<file path="config.mk">
export PLATFORM = sky130hd
export DESIGN_NAME = collision_detector_flat
export DESIGN_NICKNAME = d
export VERILOG_FILES = /design/src/rtl/game_pkg.sv /design/src/rtl/collision_detector_if.sv /design/src/rtl/pipe_hit_check.sv /design/src/rtl/collision_detector.sv /design/src/flat_wrapper.sv
export SDC_FILE = /design/constraint.sdc
export NUM_CORES = 1
export LEC_CHECK = 0
export CORE_MARGIN = 5
export CORE_UTILIZATION = 45
export CTS_BUF_LIST = sky130_fd_sc_hd__clkbuf_16
export CTS_CLUSTER_DIAMETER = 30
export DETAILED_ROUTE_END_ITERATION = 16
export HOLD_SLACK_MARGIN = 0.15
export PLACE_DENSITY_LB_ADDON = 0.25
export SLEW_MARGIN = 10
export SYNTH_ARGS = -nofsm -noshare
export SYNTH_HDL_FRONTEND = slang
export SYNTH_SLANG_ARGS = --single-unit
</file>
<file path="constraint.sdc">
create_clock -name clk -period 14 [get_ports clk]
set_clock_uncertainty 0.05 [all_clocks]
set_input_delay 2.1 -clock clk [delete_from_list [all_inputs] [get_ports clk]]
set_output_delay 2.1 -clock clk [all_outputs]
set_load 0.02 [all_outputs]
</file>
<file path="src/rtl/game_pkg.sv">
// Shared game definitions: game_state one-hot encodings, playfield geometry,
// collision source codes and the collision detector FSM states.
package game_pkg;

   typedef enum logic [3:0] {
      START_SCREEN = 4'b0001,
      IN_GAME      = 4'b0010,
      PAUSE        = 4'b0100,
      END_SCREEN   = 4'b1000
   } game_state_e;

   localparam int NUM_PIPES   = 4;
   localparam int PIPE_SIZE_X = 78;
   localparam int PIPE_GAP    = 128;
   localparam int BIRD_W      = 34;
   localparam int BIRD_H      = 24;
   localparam int PLAY_HEIGHT = 420;

   // Pipe hits use the pipe index 0..3 directly as the source code
   localparam logic [2:0] HIT_FLOOR = 3'd4;
   localparam logic [2:0] HIT_CEIL  = 3'd5;
   localparam logic [2:0] HIT_NONE  = 3'd7;

   typedef enum logic [1:0] {
      ST_IDLE,
      ST_CHECK_PIPE,
      ST_CHECK_BOUNDS,
      ST_DONE
   } cd_state_e;

endpackage

</file>
<file path="src/rtl/collision_detector_if.sv">
// Bus between the movement logic / game FSM (master) and the collision
// detector (slave): frame tick, game state, coordinates in; results out.
interface collision_detector_if;

   logic               frame_tick;
   logic [3:0]         game_state;
   logic signed [31:0] birdX;
   logic signed [31:0] birdY;
   logic signed [31:0] pipeX_1;
   logic signed [31:0] pipeX_2;
   logic signed [31:0] pipeX_3;
   logic signed [31:0] pipeX_4;
   logic signed [31:0] pipeY_1;
   logic signed [31:0] pipeY_2;
   logic signed [31:0] pipeY_3;
   logic signed [31:0] pipeY_4;
   logic               collision;
   logic [2:0]         hit_src;
   logic               check_done;
   logic               overrun;

   modport master (
      output frame_tick, game_state, birdX, birdY,
             pipeX_1, pipeX_2, pipeX_3, pipeX_4,
             pipeY_1, pipeY_2, pipeY_3, pipeY_4,
      input  collision, hit_src, check_done, overrun
   );

   modport slave (
      input  frame_tick, game_state, birdX, birdY,
             pipeX_1, pipeX_2, pipeX_3, pipeX_4,
             pipeY_1, pipeY_2, pipeY_3, pipeY_4,
      output collision, hit_src, check_done, overrun
   );

endinterface

</file>
<file path="src/rtl/pipe_hit_check.sv">
// Combinational test of the bird box against one pipe column. All sums are
// widened to 33 bits so large or negative coordinates never wrap; edges that
// merely touch do not count as a hit.
module pipe_hit_check
   import game_pkg::*;
#(
   parameter int PIPE_SIZE_X = game_pkg::PIPE_SIZE_X,
   parameter int PIPE_GAP    = game_pkg::PIPE_GAP,
   parameter int BIRD_W      = game_pkg::BIRD_W,
   parameter int BIRD_H      = game_pkg::BIRD_H
) (
   input  logic signed [31:0] birdX_i,
   input  logic signed [31:0] birdY_i,
   input  logic signed [31:0] pipeX_i,
   input  logic signed [31:0] pipeY_i,
   output logic               hit_o
);

   localparam logic signed [32:0] SIZE_X = 33'(PIPE_SIZE_X);
   localparam logic signed [32:0] GAP    = 33'(PIPE_GAP);
   localparam logic signed [32:0] BW     = 33'(BIRD_W);
   localparam logic signed [32:0] BH     = 33'(BIRD_H);

   logic signed [32:0] bx, by, px, py;
   logic               horiz, vert;

   // Overlap in X with the column, and bird outside the gap in Y
   always_comb begin
      bx    = 33'(birdX_i);
      by    = 33'(birdY_i);
      px    = 33'(pipeX_i);
      py    = 33'(pipeY_i);
      horiz = (bx < px + SIZE_X) && (bx + BW > px);
      vert  = (by < py) || (by + BH > py + GAP);
      hit_o = horiz && vert;
   end

endmodule

</file>
<file path="src/rtl/collision_detector.sv">
// Frame-rate collision detector. Each frame tick (while IN_GAME and not yet
// collided) it snapshots bird/pipe coordinates, checks one pipe per clock,
// then the play-area bounds, and reports a sticky collision with its source.
// Optional build macro CEILING_KILL_EN: also treat birdY < 0 as a collision.
module collision_detector
   import game_pkg::*;
#(
   parameter int NUM_PIPES   = game_pkg::NUM_PIPES,
   parameter int PIPE_SIZE_X = game_pkg::PIPE_SIZE_X,
   parameter int PIPE_GAP    = game_pkg::PIPE_GAP,
   parameter int BIRD_W      = game_pkg::BIRD_W,
   parameter int BIRD_H      = game_pkg::BIRD_H,
   parameter int PLAY_HEIGHT = game_pkg::PLAY_HEIGHT
) (
   input logic                 clk,
   input logic                 rst,
   collision_detector_if.slave bus
);

   localparam logic signed [32:0] BH    = 33'(BIRD_H);
   localparam logic signed [32:0] FLOOR = 33'(PLAY_HEIGHT);
   localparam logic [1:0]         LAST  = 2'(NUM_PIPES - 1);

   cd_state_e          state_q;
   logic [1:0]         index_q;
   logic signed [31:0] birdXSnap_q, birdYSnap_q;
   logic signed [31:0] pipeXSnap_q [4];
   logic signed [31:0] pipeYSnap_q [4];
   logic               pendValid_q;
   logic [2:0]         pendSrc_q;
   logic               collision_q, checkDone_q, overrun_q;
   logic [2:0]         hitSrc_q;

   logic               pipeHit, floorHit, pendValid_d;
   logic [2:0]         pendSrc_d;
   logic [1:0]         index_d;
   logic               inGame;
`ifdef CEILING_KILL_EN
   logic               ceilHit;
`endif

   pipe_hit_check #(
      .PIPE_SIZE_X (PIPE_SIZE_X),
      .PIPE_GAP    (PIPE_GAP),
      .BIRD_W      (BIRD_W),
      .BIRD_H      (BIRD_H)
   ) u_pipeHit (
      .birdX_i (birdXSnap_q),
      .birdY_i (birdYSnap_q),
      .pipeX_i (pipeXSnap_q[index_q]),
      .pipeY_i (pipeYSnap_q[index_q]),
      .hit_o   (pipeHit)
   );

   // Resolve the frame's source after bounds: pipe, then floor, then ceiling
   always_comb begin
      inGame      = (bus.game_state == IN_GAME);
      index_d     = index_q + 2'd1;
      floorHit    = (33'(birdYSnap_q) + BH > FLOOR);
      pendValid_d = pendValid_q;
      pendSrc_d   = pendSrc_q;
`ifdef CEILING_KILL_EN
      ceilHit     = birdYSnap_q[31];
`endif
      if (!pendValid_q && floorHit) begin
         pendValid_d = 1'b1;
         pendSrc_d   = HIT_FLOOR;
      end
`ifdef CEILING_KILL_EN
      else if (!pendValid_q && ceilHit) begin
         pendValid_d = 1'b1;
         pendSrc_d   = HIT_CEIL;
      end
`endif
   end

   // Check sequencer; outputs are registered so the result and check_done
   // appear together in the DONE cycle, and START_SCREEN overrides everything
   always_ff @(posedge clk or posedge rst) begin
      if (rst) begin
         state_q     <= ST_IDLE;
         index_q     <= 2'd0;
         birdXSnap_q <= '0;
         birdYSnap_q <= '0;
         for (int i = 0; i < 4; i++) begin
            pipeXSnap_q[i] <= '0;
            pipeYSnap_q[i] <= '0;
         end
         pendValid_q <= 1'b0;
         pendSrc_q   <= HIT_NONE;
         collision_q <= 1'b0;
         hitSrc_q    <= HIT_NONE;
         checkDone_q <= 1'b0;
         overrun_q   <= 1'b0;
      end else begin
         checkDone_q <= 1'b0;
         if (bus.frame_tick && state_q != ST_IDLE) begin
            overrun_q <= 1'b1;
         end
         if (bus.game_state == START_SCREEN) begin
            state_q     <= ST_IDLE;
            index_q     <= 2'd0;
            pendValid_q <= 1'b0;
            pendSrc_q   <= HIT_NONE;
            collision_q <= 1'b0;
            hitSrc_q    <= HIT_NONE;
            overrun_q   <= 1'b0;
         end else begin
            case (state_q)
               ST_IDLE: begin
                  if (bus.frame_tick && inGame && !collision_q) begin
                     birdXSnap_q    <= bus.birdX;
                     birdYSnap_q    <= bus.birdY;
                     pipeXSnap_q[0] <= bus.pipeX_1;
                     pipeXSnap_q[1] <= bus.pipeX_2;
                     pipeXSnap_q[2] <= bus.pipeX_3;
                     pipeXSnap_q[3] <= bus.pipeX_4;
                     pipeYSnap_q[0] <= bus.pipeY_1;
                     pipeYSnap_q[1] <= bus.pipeY_2;
                     pipeYSnap_q[2] <= bus.pipeY_3;
                     pipeYSnap_q[3] <= bus.pipeY_4;
                     index_q        <= 2'd0;
                     pendValid_q    <= 1'b0;
                     pendSrc_q      <= HIT_NONE;
                     state_q        <= ST_CHECK_PIPE;
                  end
               end
               ST_CHECK_PIPE: begin
                  if (!inGame) begin
                     state_q     <= ST_IDLE;
                     pendValid_q <= 1'b0;
                  end else begin
                     if (pipeHit && !pendValid_q) begin
                        pendValid_q <= 1'b1;
                        pendSrc_q   <= {1'b0, index_q};
                     end
                     index_q <= index_d;
                     if (index_q == LAST) begin
                        state_q <= ST_CHECK_BOUNDS;
                     end
                  end
               end
               ST_CHECK_BOUNDS: begin
                  if (!inGame) begin
                     state_q     <= ST_IDLE;
                     pendValid_q <= 1'b0;
                  end else begin
                     state_q     <= ST_DONE;
                     checkDone_q <= 1'b1;
                     pendValid_q <= pendValid_d;
                     pendSrc_q   <= pendSrc_d;
                     if (pendValid_d) begin
                        collision_q <= 1'b1;
                        hitSrc_q    <= pendSrc_d;
                     end
                  end
               end
               ST_DONE: begin
                  state_q <= ST_IDLE;
               end
               default: begin
                  state_q <= ST_IDLE;
               end
            endcase
         end
      end
   end

   assign bus.collision  = collision_q;
   assign bus.hit_src    = hitSrc_q;
   assign bus.check_done = checkDone_q;
   assign bus.overrun    = overrun_q;

endmodule

</file>
<file path="src/flat_wrapper.sv">
// flat-port wrapper written by rule: the top's interface ports become plain ports
module collision_detector_flat import game_pkg::*;
#(
   parameter int NUM_PIPES   = game_pkg::NUM_PIPES,
   parameter int PIPE_SIZE_X = game_pkg::PIPE_SIZE_X,
   parameter int PIPE_GAP    = game_pkg::PIPE_GAP,
   parameter int BIRD_W      = game_pkg::BIRD_W,
   parameter int BIRD_H      = game_pkg::BIRD_H,
   parameter int PLAY_HEIGHT = game_pkg::PLAY_HEIGHT
)
  (clk, rst, bus_frame_tick, bus_game_state, bus_birdX, bus_birdY, bus_pipeX_1, bus_pipeX_2, bus_pipeX_3, bus_pipeX_4, bus_pipeY_1, bus_pipeY_2, bus_pipeY_3, bus_pipeY_4, bus_collision, bus_hit_src, bus_check_done, bus_overrun);
  collision_detector_if bus_i ();
  input logic clk;
  input logic rst;
  input wire logic [$bits(bus_i.frame_tick)-1:0] bus_frame_tick;
  input wire logic [$bits(bus_i.game_state)-1:0] bus_game_state;
  input wire logic [$bits(bus_i.birdX)-1:0] bus_birdX;
  input wire logic [$bits(bus_i.birdY)-1:0] bus_birdY;
  input wire logic [$bits(bus_i.pipeX_1)-1:0] bus_pipeX_1;
  input wire logic [$bits(bus_i.pipeX_2)-1:0] bus_pipeX_2;
  input wire logic [$bits(bus_i.pipeX_3)-1:0] bus_pipeX_3;
  input wire logic [$bits(bus_i.pipeX_4)-1:0] bus_pipeX_4;
  input wire logic [$bits(bus_i.pipeY_1)-1:0] bus_pipeY_1;
  input wire logic [$bits(bus_i.pipeY_2)-1:0] bus_pipeY_2;
  input wire logic [$bits(bus_i.pipeY_3)-1:0] bus_pipeY_3;
  input wire logic [$bits(bus_i.pipeY_4)-1:0] bus_pipeY_4;
  output wire logic [$bits(bus_i.collision)-1:0] bus_collision;
  output wire logic [$bits(bus_i.hit_src)-1:0] bus_hit_src;
  output wire logic [$bits(bus_i.check_done)-1:0] bus_check_done;
  output wire logic [$bits(bus_i.overrun)-1:0] bus_overrun;
  assign bus_i.frame_tick = bus_frame_tick;
  assign bus_i.game_state = bus_game_state;
  assign bus_i.birdX = bus_birdX;
  assign bus_i.birdY = bus_birdY;
  assign bus_i.pipeX_1 = bus_pipeX_1;
  assign bus_i.pipeX_2 = bus_pipeX_2;
  assign bus_i.pipeX_3 = bus_pipeX_3;
  assign bus_i.pipeX_4 = bus_pipeX_4;
  assign bus_i.pipeY_1 = bus_pipeY_1;
  assign bus_i.pipeY_2 = bus_pipeY_2;
  assign bus_i.pipeY_3 = bus_pipeY_3;
  assign bus_i.pipeY_4 = bus_pipeY_4;
  assign bus_collision = bus_i.collision;
  assign bus_hit_src = bus_i.hit_src;
  assign bus_check_done = bus_i.check_done;
  assign bus_overrun = bus_i.overrun;
  collision_detector #(.NUM_PIPES(NUM_PIPES), .PIPE_SIZE_X(PIPE_SIZE_X), .PIPE_GAP(PIPE_GAP), .BIRD_W(BIRD_W), .BIRD_H(BIRD_H), .PLAY_HEIGHT(PLAY_HEIGHT)) u_core (.clk(clk), .rst(rst), .bus(bus_i));
endmodule
</file>
==> flow_summary.toml <==
[cells_and_area]
areaGrowthSynthToFinish_pct = 34.2
nFillCells = 3494
final_nets = 2439
drive_above_1_share_pct = 26.0
multi_input_area_mm2 = 0.0105
regArea_mm2 = 0.00837
fin_cells = 2627

[power]
pwr_density_cell_mw_per_mm2 = 234
ir_drop_v = 0.000149
sw_frac_of_total_pct = 35.0
p_int_w = 0.00399
power.leakage_nw = 11.5
p_comb_share_pct = 40.7
clock_power_share_pct = 31.1
p_switching_w = 0.00215
seqPwrFrac_pct = 28.2

[yosys]
async_flop_share_pct = 100
avgSynthCellArea_um2 = 12.1
synth-main-ff-cell = "dfrtp_1"
synth_cells = 1616
synth_top_family_by_area = "multiplexers"
ys_warn_count = 0
synth_compound_area_share_pct = 5.27
synth_common_cells = "dfrtp_1, mux2_2, ha_1"
synthAdderAreaFrac_pct = 8.78
synthXorXnorAreaFrac_pct = 4.93
synth_fp_nets = 2080
synthesis.area_mm2 = 0.0195
synth_edf_count = 0
yosysMostFrequentCell = "dfrtp_1"
yosys.area.top_type = "dfrtp_1"
yosysTopAreaCellShare_pct = 42.0
ys_seq_elements = 334
muxShareOfSynthArea_pct = 26.0
seq_area_frac_synth_pct = 42.8
yosys.area_share.simple_pct = 8.87
yosys-top-cells-area = "dfrtp_1, mux2_2, ha_1"
ys_types = 76

[clocking]
ctsHtreeMaxLevel = 3
cts_buffer_depth = 3
clkTransAtPathRegs_ns = 0.04
numCtsBuffers = 80
clockRootBuffer = "clkbuf_16"
cts_tree = "yes"
cts_num_sinks = 334
postCtsHoldBufs = 0
ctsResizeCount = 0
insertion_delay_ns = 0.60
postCtsSetupBuffers = 0

[global_routing]
grt_pass1_vias = 15400
grt_pass1_wl_um = 83400
antenna_found_initial = 12
grt_overflow = 0
gr-usage-all-layers_pct = 22.1
grt_start_max_net_pins = 116

[drt]
vias_per_cell = 5.42
drt-pass1-iter-count = 5
drtIter0Drc = 718
routedWlPerCell_um = 20.0
num_vias = 14200
totalWireLength_um = 52500
ant_nets = 0
drcViolationCount = 0

[placed_design]
dp.cells = 2478
gp_congestion = 0.854
numPortBuffers = 332
place_hpwl_um = 39300

[floorplanning]
die-height_um = 218
coreArea_mm2 = 0.0430
rows = 76
start_util_pct = 45.4
dieArea_mm2 = 0.0477
io_pins = 333
die_x_um = 218

[critical_path]
path_class = "flip-flop to flip-flop"
cp.required_ns = 14.47
arrival_ns = 6.45
crit_fanout = 41
critPathCaptureType = "flip-flop"
startpoint_type = "flip-flop"

[timing]
maxSlewViolCount = 0
finalCriticalPeriod_ns = 5.97
setup_viol = 0
final.period_utilization_pct = 42.6
worst_pin_slew_ns = 1.16
finalSetupTns_ns = 0
rsz0062_at_grt = "no"
fmax_ghz = 0.167
slew_headroom_pct = 22.4
hold_viol = 0

[hold_path]
hp-class = "flip-flop to flip-flop"

[run_status]
outcome = "finished clean"

[flow_run]
drv_cap = 0
## power by group through the flow
stage | logic, W | registers, W | clock network (W)
2_1_floorplan | 0.00194 | 0.00157 | 0
3_3_place_gp | 0.00242 | 0.00171 | 0
3_5_place_dp | 0.00249 | 0.00173 | 0
4_1_cts | 0.00252 | 0.00173 | 0.00195
5_1_grt | 0.00280 | 0.00178 | 0.00200
6_report | 0.00250 | 0.00173 | 0.00191
## placed cells by master, fill, tap and decap left out, drive strengths merged, types with 12 or more instances in the layout
cell and n:
bufinv 15, xor2 19, nor2 56, nand2 82, o21ai 33, nor3 22, clkbuf 83, a21oi 46
a21o 12, nor4 13, mux4 62, dfrtp 328, xnor2 91, nand3 55, ha 137, inv 107
nand4 40, mux2 323, clkinv 31, clkdlybuf4s50 332
## flip-flops by register name, summed over array words and instances (netlist names)
signal and cells:
u_core.birdYSnap_q 32, u_core.pipeYSnap_q 128, u_core.index_q 2, u_core.bus.hit_src 3, u_core.pipeXSnap_q 128, u_core.state_q 2, u_core.bus.collision 1, u_core.bus.check_done 1
u_core.pendSrc_q 3, u_core.bus.overrun 1, u_core.pendValid_q 1, u_core.birdXSnap_q 32
## layer usage
metal	track usage (%)	vias to the layer above	share of wire [%]
li1	-	6678	-
met2	37.1	398	49
met3	6.08	92	5.7
met4	6.43	16	2.2
met1	28.1	7056	43
met5	0	-	0.19
## through the flow
step / hold WS, ns / utilization (%) / total power [W] / cell area (µm²) / setup WS (ns)
detailed placement: 0.426 / 54.4 / 0.00423 / 23400 / 8.10
CTS: 0.436 / 61.0 / 0.00619 / 26200 / 8.06
finish: 0.436 / 61.0 / 0.00614 / 26200 / 8.03
global route: 0.449 / 61.0 / 0.00658 / 26200 / 7.77
global placement: 0.421 / 54.4 / 0.00413 / 23400 / 8.16
floorplan: 0.409 / - / 0.00350 / 19500 / 2.61
## kinds of logic after synthesis
group | after synthesis
AOI/OAI and AO/OA | 157
xor gates and xnor gates | 110
adders and majority gates | 137
buffers and inverters | 158
DFF | 334
muxes | 390
and+or+nand+nor | 330
## worst paths after layout
check,cells after the start,slack [ns],start,end
worst max-delay path,20,8.03,u_core.index_q[1],u_core.pendSrc_q[1]
worst min-delay path,1,0.44,u_core.pipeXSnap_q[24],u_core.pipeXSnap_q[24]
worst max register to register,20,8.03,u_core.index_q[1],u_core.pendSrc_q[1]
worst min register to register,1,0.44,u_core.pipeXSnap_q[24],u_core.pipeXSnap_q[24]
max in group asynchronous,4,9.50,rst,u_core.birdXSnap_q[24]
min in group asynchronous,2,1.97,rst,u_core.pipeXSnap_q[6]
## critical path, stage by stage, from the launching register on
cell	delay, ns
dfrtp_4	0.70
buf_4	0.61
mux4_2	0.41
and3_1	0.24
nand3_1	0.10
nor2_1	0.16
nand3_1	0.16
nor3_1	0.29
and3_1	0.38
nand2_1	0.11
xnor2_1	0.13
ha_1	0.29
a21oi_1	0.16
o21a_1	0.15
o2111ai_1	0.13
a2111oi_0	0.39
nand4b_1	0.15
a22oi_1	0.35
a21oi_1	0.18
or3_1	0.42
a22o_1	0.24
## cell type report
type	instances	share of cell area (%)
inverters	92	1.35
clock buffers	83	7.92
clock inverters	63	2.79
flip-flops and latches	334	31.9
repair buffers	343	13.0
diodes	3	0.0286
multi-input cells	1124	40.2
well taps	585	2.79
Power figures use the tool's default switching activity.
